`config.mk`:
```
export PLATFORM = sky130hd
export DESIGN_NAME = temp_display_ctrl_flat
export DESIGN_NICKNAME = d
export VERILOG_FILES = /design/src/rtl/temp_display_if.sv /design/src/rtl/temp_display_ctrl.sv /design/src/flat_wrapper.sv
export SDC_FILE = /design/constraint.sdc
export NUM_CORES = 1
export LEC_CHECK = 0
export BUFFER_PORTS_ARGS = -buffer_cell sky130_fd_sc_hd__buf_2
export CAP_MARGIN = 20
export CORE_ASPECT_RATIO = 0.8
export CORE_UTILIZATION = 40
export DETAILED_ROUTE_END_ITERATION = 12
export PLACE_DENSITY = 0.59
export SYNTH_ARGS = -nofsm -noshare
export SYNTH_HDL_FRONTEND = slang
export SYNTH_SLANG_ARGS = --single-unit
```
`constraint.sdc`:
```
create_clock -name clk -period 7.8 [get_ports clk]
set_input_delay 1.17 -clock clk [delete_from_list [all_inputs] [get_ports clk]]
set_output_delay 1.17 -clock clk [all_outputs]
set_load 0.005 [all_outputs]
```
`src/rtl/temp_display_if.sv`:
```
// Signal bundle between the temperature display feeder and its neighbours:
// buttons and temperature sample in, display value/blank and setpoint out.
interface temp_display_if;
  // temp_valid is a one-cycle strobe qualifying temp_in. There is no ready:
  // the feeder accepts a sample on every cycle that temp_valid is high.
  logic       btn_up;
  logic       btn_dn;
  logic [7:0] temp_in;
  logic       temp_valid;
  logic [7:0] disp_num;
  logic       disp_blank;
  logic [7:0] setpoint;
  logic       edit_mode;
  logic       dbg_state;

  modport master (
    output btn_up, btn_dn, temp_in, temp_valid,
    input  disp_num, disp_blank, setpoint, edit_mode, dbg_state
  );

  modport slave (
    input  btn_up, btn_dn, temp_in, temp_valid,
    output disp_num, disp_blank, setpoint, edit_mode, dbg_state
  );
endinterface

```
`src/rtl/temp_display_ctrl.sv`:
```
// Setpoint editor and display source selector for the two-digit seven-segment
// driver: shows measured temperature, or the blinking setpoint while editing.
module temp_display_ctrl #(
  parameter int SP_DEFAULT   = 25,
  parameter int SP_MIN       = 5,
  parameter int SP_MAX       = 40,
  parameter int BLINK_CYC    = 12500000,
  parameter int EDIT_TIMEOUT = 125000000
) (
  input  logic           clk,
  input  logic           rst,
  temp_display_if.slave  bus_if
);

  localparam int TW = (EDIT_TIMEOUT > 1) ? $clog2(EDIT_TIMEOUT) : 1;
  localparam int BW = (BLINK_CYC > 1) ? $clog2(BLINK_CYC) : 1;
  localparam logic [TW-1:0] TMO_LAST   = TW'(EDIT_TIMEOUT - 1);
  localparam logic [BW-1:0] BLINK_LAST = BW'(BLINK_CYC - 1);

  typedef enum logic {
    SHOW_TEMP = 1'b0,
    EDIT      = 1'b1
  } state_e;

  logic          up_s1_q, up_s2_q, up_prev_q;
  logic          dn_s1_q, dn_s2_q, dn_prev_q;
  logic [7:0]    temp_q;
  logic          seen_q;
  logic [7:0]    sp_q;
  state_e        state_q;
  logic [TW-1:0] tmo_q;
  logic [BW-1:0] blink_q;
  logic          hidden_q;
  logic [7:0]    disp_num_q;
  logic          disp_blank_q;
  logic          edit_q;

  logic          up_press, dn_press, one_press;
  logic [7:0]    sp_up_d, sp_dn_d, temp_d;

  always_comb begin
    up_press  = up_s2_q & ~up_prev_q;
    dn_press  = dn_s2_q & ~dn_prev_q;
    // Both buttons rising together is ambiguous and is treated as no press.
    one_press = up_press ^ dn_press;
    sp_up_d   = (sp_q >= 8'(SP_MAX)) ? 8'(SP_MAX) : sp_q + 8'd1;
    sp_dn_d   = (sp_q <= 8'(SP_MIN)) ? 8'(SP_MIN) : sp_q - 8'd1;
    temp_d    = (bus_if.temp_in > 8'd99) ? 8'd99 : bus_if.temp_in;
  end

  always_ff @(posedge clk or posedge rst) begin
    if (rst) begin
      up_s1_q   <= 1'b0;
      up_s2_q   <= 1'b0;
      up_prev_q <= 1'b0;
      dn_s1_q   <= 1'b0;
      dn_s2_q   <= 1'b0;
      dn_prev_q <= 1'b0;
      temp_q    <= 8'd0;
      seen_q    <= 1'b0;
    end else begin
      up_s1_q   <= bus_if.btn_up;
      up_s2_q   <= up_s1_q;
      up_prev_q <= up_s2_q;
      dn_s1_q   <= bus_if.btn_dn;
      dn_s2_q   <= dn_s1_q;
      dn_prev_q <= dn_s2_q;
      if (bus_if.temp_valid) begin
        temp_q <= temp_d;
        seen_q <= 1'b1;
      end
    end
  end

  always_ff @(posedge clk or posedge rst) begin
    if (rst) begin
      state_q      <= SHOW_TEMP;
      sp_q         <= 8'(SP_DEFAULT);
      tmo_q        <= '0;
      blink_q      <= '0;
      hidden_q     <= 1'b0;
      disp_num_q   <= 8'd0;
      disp_blank_q <= 1'b1;
      edit_q       <= 1'b0;
    end else begin
      case (state_q)
        SHOW_TEMP: begin
          tmo_q    <= '0;
          blink_q  <= '0;
          hidden_q <= 1'b0;
          if (one_press) state_q <= EDIT;
        end
        EDIT: begin
          if (one_press) begin
            sp_q     <= up_press ? sp_up_d : sp_dn_d;
            tmo_q    <= '0;
            blink_q  <= '0;
            hidden_q <= 1'b0;
          end else if (tmo_q == TMO_LAST) begin
            state_q  <= SHOW_TEMP;
            tmo_q    <= '0;
            blink_q  <= '0;
            hidden_q <= 1'b0;
          end else begin
            tmo_q <= tmo_q + 1'b1;
            if (blink_q == BLINK_LAST) begin
              blink_q  <= '0;
              hidden_q <= ~hidden_q;
            end else begin
              blink_q <= blink_q + 1'b1;
            end
          end
        end
      endcase
      // Display outputs trail the state/setpoint/temp registers by one clock.
      disp_num_q   <= (state_q == EDIT) ? sp_q : temp_q;
      disp_blank_q <= (state_q == EDIT) ? hidden_q : ~seen_q;
      edit_q       <= (state_q == EDIT);
    end
  end

  assign bus_if.disp_num   = disp_num_q;
  assign bus_if.disp_blank = disp_blank_q;
  assign bus_if.setpoint   = sp_q;
  assign bus_if.edit_mode  = edit_q;
  assign bus_if.dbg_state  = state_q;

endmodule

```
`src/flat_wrapper.sv`:
```
// flat-port wrapper written by rule: the top's interface ports become plain ports
module temp_display_ctrl_flat 
#(
  parameter int SP_DEFAULT   = 25,
  parameter int SP_MIN       = 5,
  parameter int SP_MAX       = 40,
  parameter int BLINK_CYC    = 12500000,
  parameter int EDIT_TIMEOUT = 125000000
)
  (clk, rst, bus_if_btn_up, bus_if_btn_dn, bus_if_temp_in, bus_if_temp_valid, bus_if_disp_num, bus_if_disp_blank, bus_if_setpoint, bus_if_edit_mode, bus_if_dbg_state);
  temp_display_if bus_if_i ();
  input  logic clk;
  input  logic rst;
  input wire logic [$bits(bus_if_i.btn_up)-1:0] bus_if_btn_up;
  input wire logic [$bits(bus_if_i.btn_dn)-1:0] bus_if_btn_dn;
  input wire logic [$bits(bus_if_i.temp_in)-1:0] bus_if_temp_in;
  input wire logic [$bits(bus_if_i.temp_valid)-1:0] bus_if_temp_valid;
  output wire logic [$bits(bus_if_i.disp_num)-1:0] bus_if_disp_num;
  output wire logic [$bits(bus_if_i.disp_blank)-1:0] bus_if_disp_blank;
  output wire logic [$bits(bus_if_i.setpoint)-1:0] bus_if_setpoint;
  output wire logic [$bits(bus_if_i.edit_mode)-1:0] bus_if_edit_mode;
  output wire logic [$bits(bus_if_i.dbg_state)-1:0] bus_if_dbg_state;
  assign bus_if_i.btn_up = bus_if_btn_up;
  assign bus_if_i.btn_dn = bus_if_btn_dn;
  assign bus_if_i.temp_in = bus_if_temp_in;
  assign bus_if_i.temp_valid = bus_if_temp_valid;
  assign bus_if_disp_num = bus_if_i.disp_num;
  assign bus_if_disp_blank = bus_if_i.disp_blank;
  assign bus_if_setpoint = bus_if_i.setpoint;
  assign bus_if_edit_mode = bus_if_i.edit_mode;
  assign bus_if_dbg_state = bus_if_i.dbg_state;
  temp_display_ctrl #(.SP_DEFAULT(SP_DEFAULT), .SP_MIN(SP_MIN), .SP_MAX(SP_MAX), .BLINK_CYC(BLINK_CYC), .EDIT_TIMEOUT(EDIT_TIMEOUT)) u_core (.clk(clk), .rst(rst), .bus_if(bus_if_i));
endmodule
```
* Yosys cells after proc, flatten, opt, wreduce, memory -nomap -nowiden
Cells that the tools add are included.
** Operators by class
- $add $sub $neg :: 4
- $lt $le $gt $ge :: 3
- Equal/unequal tests :: 3
- Mux-type cells :: 21
- Bitwise operators :: 8
- Reductions and logical operators :: 1
** Operator list (number)
- $mux W24 :: 3
- $mux W27 :: 2
- $pmux W27 S2 :: 1
- $pmux W24 S2 :: 1
- $mux W8 :: 5
- $add A27 B1 Y27 const B :: 1
- $eq A27 B27 Y1 const B :: 1
- $add A24 B1 Y24 const B :: 1
- $eq A24 B24 Y1 const B :: 1
- $add A8 B1 Y8 const B :: 1
- $ge A8 B6 Y1 const B :: 1
- $gt A8 B7 Y1 const B :: 1
- $le A8 B3 Y1 const B :: 1
- $sub A8 B1 Y8 const B :: 1
- $mux W1 :: 7
- $not A1 Y1 :: 5
- $ne A4 B4 Y1 const B :: 1
- $pmux W1 S2 :: 2
- $and A1 B1 Y1 :: 2
- $reduce_and A2 Y1 :: 1
- $xor A1 B1 Y1 :: 1
** Word-level totals
- Register bits :: 86
- Input port bits :: 13
- Output and inout port bits :: 19
- Logic and storage cells :: 56

* Depth between registers and ports, before layout
- Word-level depth :: 5
- Depth in mapped cells :: 6
- Depth with buffers taken out :: 6

* Least setup slack after synthesis
No wires, ideal clock.
- Path kind :: flip-flop to flip-flop
- From :: register u_core.blink_q[0]
- To :: register u_core.blink_q[22]
- Library setup time :: 0.107 ns
- Arrival time :: 2.196 ns
- Data required time :: 7.693 ns
- Setup slack :: 5.497 ns
- Cell stages (with the launch flop) :: 7
- Path buffers :: 1
- Clock period less this slack :: 2.303 ns
- Path through :: dfrtp_1 -> ha_1 -> nand4_2 -> or4_4 -> buf_6 -> or4_4 -> a2111oi_4
** On the way
- Word-level cells in the longest chain between the ends :: 5
- Elaborated cells between the ends (all ways) :: 6
** RTL lines
- start: declaration :: line temp_display_ctrl.sv:32 : logic [BW-1:0] blink_q;
- start signal: assignment :: line temp_display_ctrl.sv:110 : blink_q <= blink_q + 1'b1;
- $add A24 B1 Y24 or $eq A24 B24 Y1 (tied branches) :: line temp_display_ctrl.sv:110, temp_display_ctrl.sv:106
- $mux W24 (*) :: line temp_display_ctrl.sv:106 : if (blink_q == BLINK_LAST) begin
- $mux W24 (*) :: line temp_display_ctrl.sv:99 : end else if (tmo_q == TMO_LAST) begin
- $mux W24 (*) :: line temp_display_ctrl.sv:94 : if (one_press) begin
- $pmux W24 S2 (*) :: line temp_display_ctrl.sv:86 : case (state_q)
Every way passes the cells marked *; elsewhere a longest branch is shown, timed or not.
A chain may end at the register's enable or synchronous reset.

* Worst setup path in the final report
- From :: register u_core.state_q (netlist: u_core.bus_if.dbg_state)
- To :: output port bus_if_dbg_state
** RTL lines
- start: declaration :: line temp_display_ctrl.sv:30 : state_e state_q;
- start signal: assignment :: line temp_display_ctrl.sv:77 : state_q <= SHOW_TEMP;
- start signal: assignment :: line temp_display_ctrl.sv:91 : if (one_press) state_q <= EDIT;
- start signal: assignment :: line temp_display_ctrl.sv:100 : state_q <= SHOW_TEMP;
- end: declaration :: line flat_wrapper.sv:22 : output wire logic [$bits(bus_if_i.dbg_state)-1:0] bus_if_dbg_state;
No word-level cell between the ends.

==> results_dict.tcl <==
set metrics [dict create \
    tritoncts "yes" \
    path_max_fanout 27 \
    powerDensity_nw_per_um2 243 \
    grt_pass1_wl_um 16300 \
    ys_ff_latch 86 \
    placed_cell_area_um2 4670 \
    synth_nets 453 \
    tns_ns 0 \
    grt_use_total_pct 18.1 \
    clk_latency_ns 0.34 \
    syn_to_final_growth_pct 14.8 \
    rr_startpoint "u_core.blink_q[0]" \
    cp_slowest_stage_delay_ns 0.89 \
    start_util_pct 42.0 \
    grt_max_degree 87 \
    p_total_mw 1.23 \
    ys_seq_area_share_pct 49.0 \
    final_nets 476 \
    status "finished clean" \
    clockRootBuffer "clkbuf_16" \
    fp.dieH_um 95.8 \
    finalClockSkew_ns 0.00603 \
    globalRouteOverflowTotal 0 \
    post_drt_wl_per_cell_um 15.9 \
    numClockSinks 86 \
    firstDrtPassIters 5 \
    cts_buffers 9 \
    dieArea_um2 11400 \
    async_reset_ff_share_pct 100 \
    cap_violations 0 \
    syn_area_um2 4400 \
    vias 3498 \
    antenna_found_initial 0 \
    avgViaCountPerCell 5.81 \
    cp_top_family "flip-flops" \
    synthTopCellsByArea "dfrtp_1 47%, xnor2_1 3.2%, or4_1 2.7%, nor4_1 2.6%, o31ai_1 2.6%" \
    hold_class "flop to flop" \
    coreArea_um2 10500 \
    post_cts_resized 0 \
    relSlewSlack_pct 43.1 \
    hpwl_um 6070 \
    synth.top_cell.area_share_pct 46.6 \
    period_minus_slack_ns 2.65 \
    rows 33 \
    worstSetupEndpointType "output port" \
    synthTopCellsByCount "82 x dfrtp_1, 24 x clkbuf_1, 22 x nand3_1, 22 x nor3_1, 21 x nand2_1" \
    yosys.area.top_type "dfrtp_1" \
    crit_path_start_kind "flop" \
    holdBufCountCts 0 \
    htreeDepth 3 \
    grt_setup_unrepaired "false" \
    met2_usage_pct 26.7 \
    tightest_slew_ns 0.847 \
    ant_nets 0 \
    ys.flop_type "dfrtp_1" \
    slew_viol_final 0 \
    syn_avg_cell_area_um2 10.1 \
    power_switching_share_pct 28.7 \
    power.switching_uw 352 \
    period_share_pct 34.0 \
    clockBufferDepth 2 \
    cp_num_buf_inv 1 \
    yosysMostFrequentCell "dfrtp_1" \
    gp_congestion 0.832 \
    power_frac_seq_pct 45.3 \
    grt_pass1_vias 3355 \
    p_int_uw 875 \
    r2r_setup_slack_ns 5.25 \
    met1_usage_pct 25.8 \
    p_leak_nw 1.94 \
    criticalPathCategory "flop to output port" \
    n_antenna_cell 0 \
    holdCritStartpoint "u_core.up_s1_q" \
    drc 0 \
    drtIter0Drc 269 \
    pin_count 32 \
    peakVddDrop_v 0.000150 \
    final_area_um2 5050 \
    crit_start "u_core.bus_if.dbg_state" \
    hold_violations 0 \
    clk_pin_slew_ns 0.06 \
    cpMaxStageDelayCell "dfrtp_1" \
    holdWs_ns 0.351 \
    gr-usage-met3_pct 4.27 \
    synth_edf_count 0 \
    port_buffers 31 \
    drive_gt1_share_pct 17.5 \
    setup_viol 0 \
    share_comb_of_total_power_pct 16.0 \
    grt-busiest-layer "met2" \
    arrival_ns 1.48 \
    post_cts_buffers 0 \
    yosys_warnings 0 \
    syn_inst 434 \
    fmax_mhz 377 \
    synth.distinct_cells 51 \
    clkPwrFrac_pct 38.6 \
    required_ns 6.63 \
    cp_cell_sequence "buf_2" \
    drt-total-wl_um 9570 \
    die_w_um 119 \
]
==> cells by family after synthesis <==
group,synth area share (%)
AOI/OAI and AO/OA,15.1
and+or+nand+nor,23.8
buffers and inverters,3.86
xor gates and xnor gates,4.97
DFF,49.0
adders and majority gates,1.70
muxes,1.53
==> registers in the layout (all words and copies together) (netlist names) <==
name,flops
u_core.up_prev_q,1
u_core.seen_q,1
u_core.up_s1_q,1
u_core.bus_if.edit_mode,1
u_core.dn_s2_q,1
u_core.bus_if.disp_blank,1
u_core.up_s2_q,1
u_core.bus_if.dbg_state,1
u_core.bus_if.setpoint,8
u_core.dn_s1_q,1
u_core.blink_q,24
u_core.tmo_q,27
u_core.temp_q,8
u_core.bus_if.disp_num,8
u_core.hidden_q,1
u_core.dn_prev_q,1
==> per-layer routing <==
metal	wire (µm)	vias up
met2	4140	59
met4	125	0
met3	337	10
li1	-	1703
met1	4970	1726
met5	0	-
==> power by group through the flow <==
stage / sequential (mW) / clock (mW) / combinational (mW)
global route: 0.565 / 0.501 / 0.221
floorplan: 0.540 / 0 / 0.141
detailed placement: 0.563 / 0 / 0.190
global placement: 0.562 / 0 / 0.190
finish: 0.556 / 0.473 / 0.197
CTS: 0.555 / 0.485 / 0.193
==> cell usage in the layout, fill, tap and decap left out, types with 4 or more instances in the layout <==
cell        n
a2111oi_0   8
a211oi_1   14
a21oi_1     7
a31oi_1     7
and4_1      6
buf_2      31
buf_4       4
clkbuf_16   9
dfrtp_1    82
dfstp_2     4
ha_1        6
inv_1      16
inv_6       4
mux2_2      6
nand2_1    20
nand3_1    22
nand4_1    17
nor2_1     14
nor3_1     21
nor4_1     17
o21ai_0    19
o31ai_1    15
or3_1      14
or4_1      16
xnor2_1    16
xor2_1      9
==> layout make-up <==
class / count / area [µm²]
fill: 1020 / 5430
sequential: 86 / 2160
multi-input combinational: 305 / 2090
clock buffer: 9 / 225
tap: 140 / 175
timing repair buffer: 38 / 238
clock inverter: 7 / 104
inverter: 17 / 65.1
==> worst paths after layout <==
kind / end / cells past startpoint
max: bus_if_dbg_state / 1
min in group asynchronous: u_core.bus_if.setpoint[2] / 3
min reg2reg: u_core.up_s2_q / 0
max in group asynchronous: u_core.bus_if.disp_blank / 4
max reg2reg: u_core.blink_q[20] / 5
min: u_core.up_s2_q / 0
==> metrics by stage <==
step	instances	worst slack [ns]	utilization [%]
final	602	5.15	48.2
after global routing	602	5.02	48.2
after CTS	599	5.11	47.7
after detailed placement	583	5.14	44.5
after global placement	583	5.32	44.5
after floorplan	434	4.41	-
No activity file was read; power rests on OpenSTA's default activity.
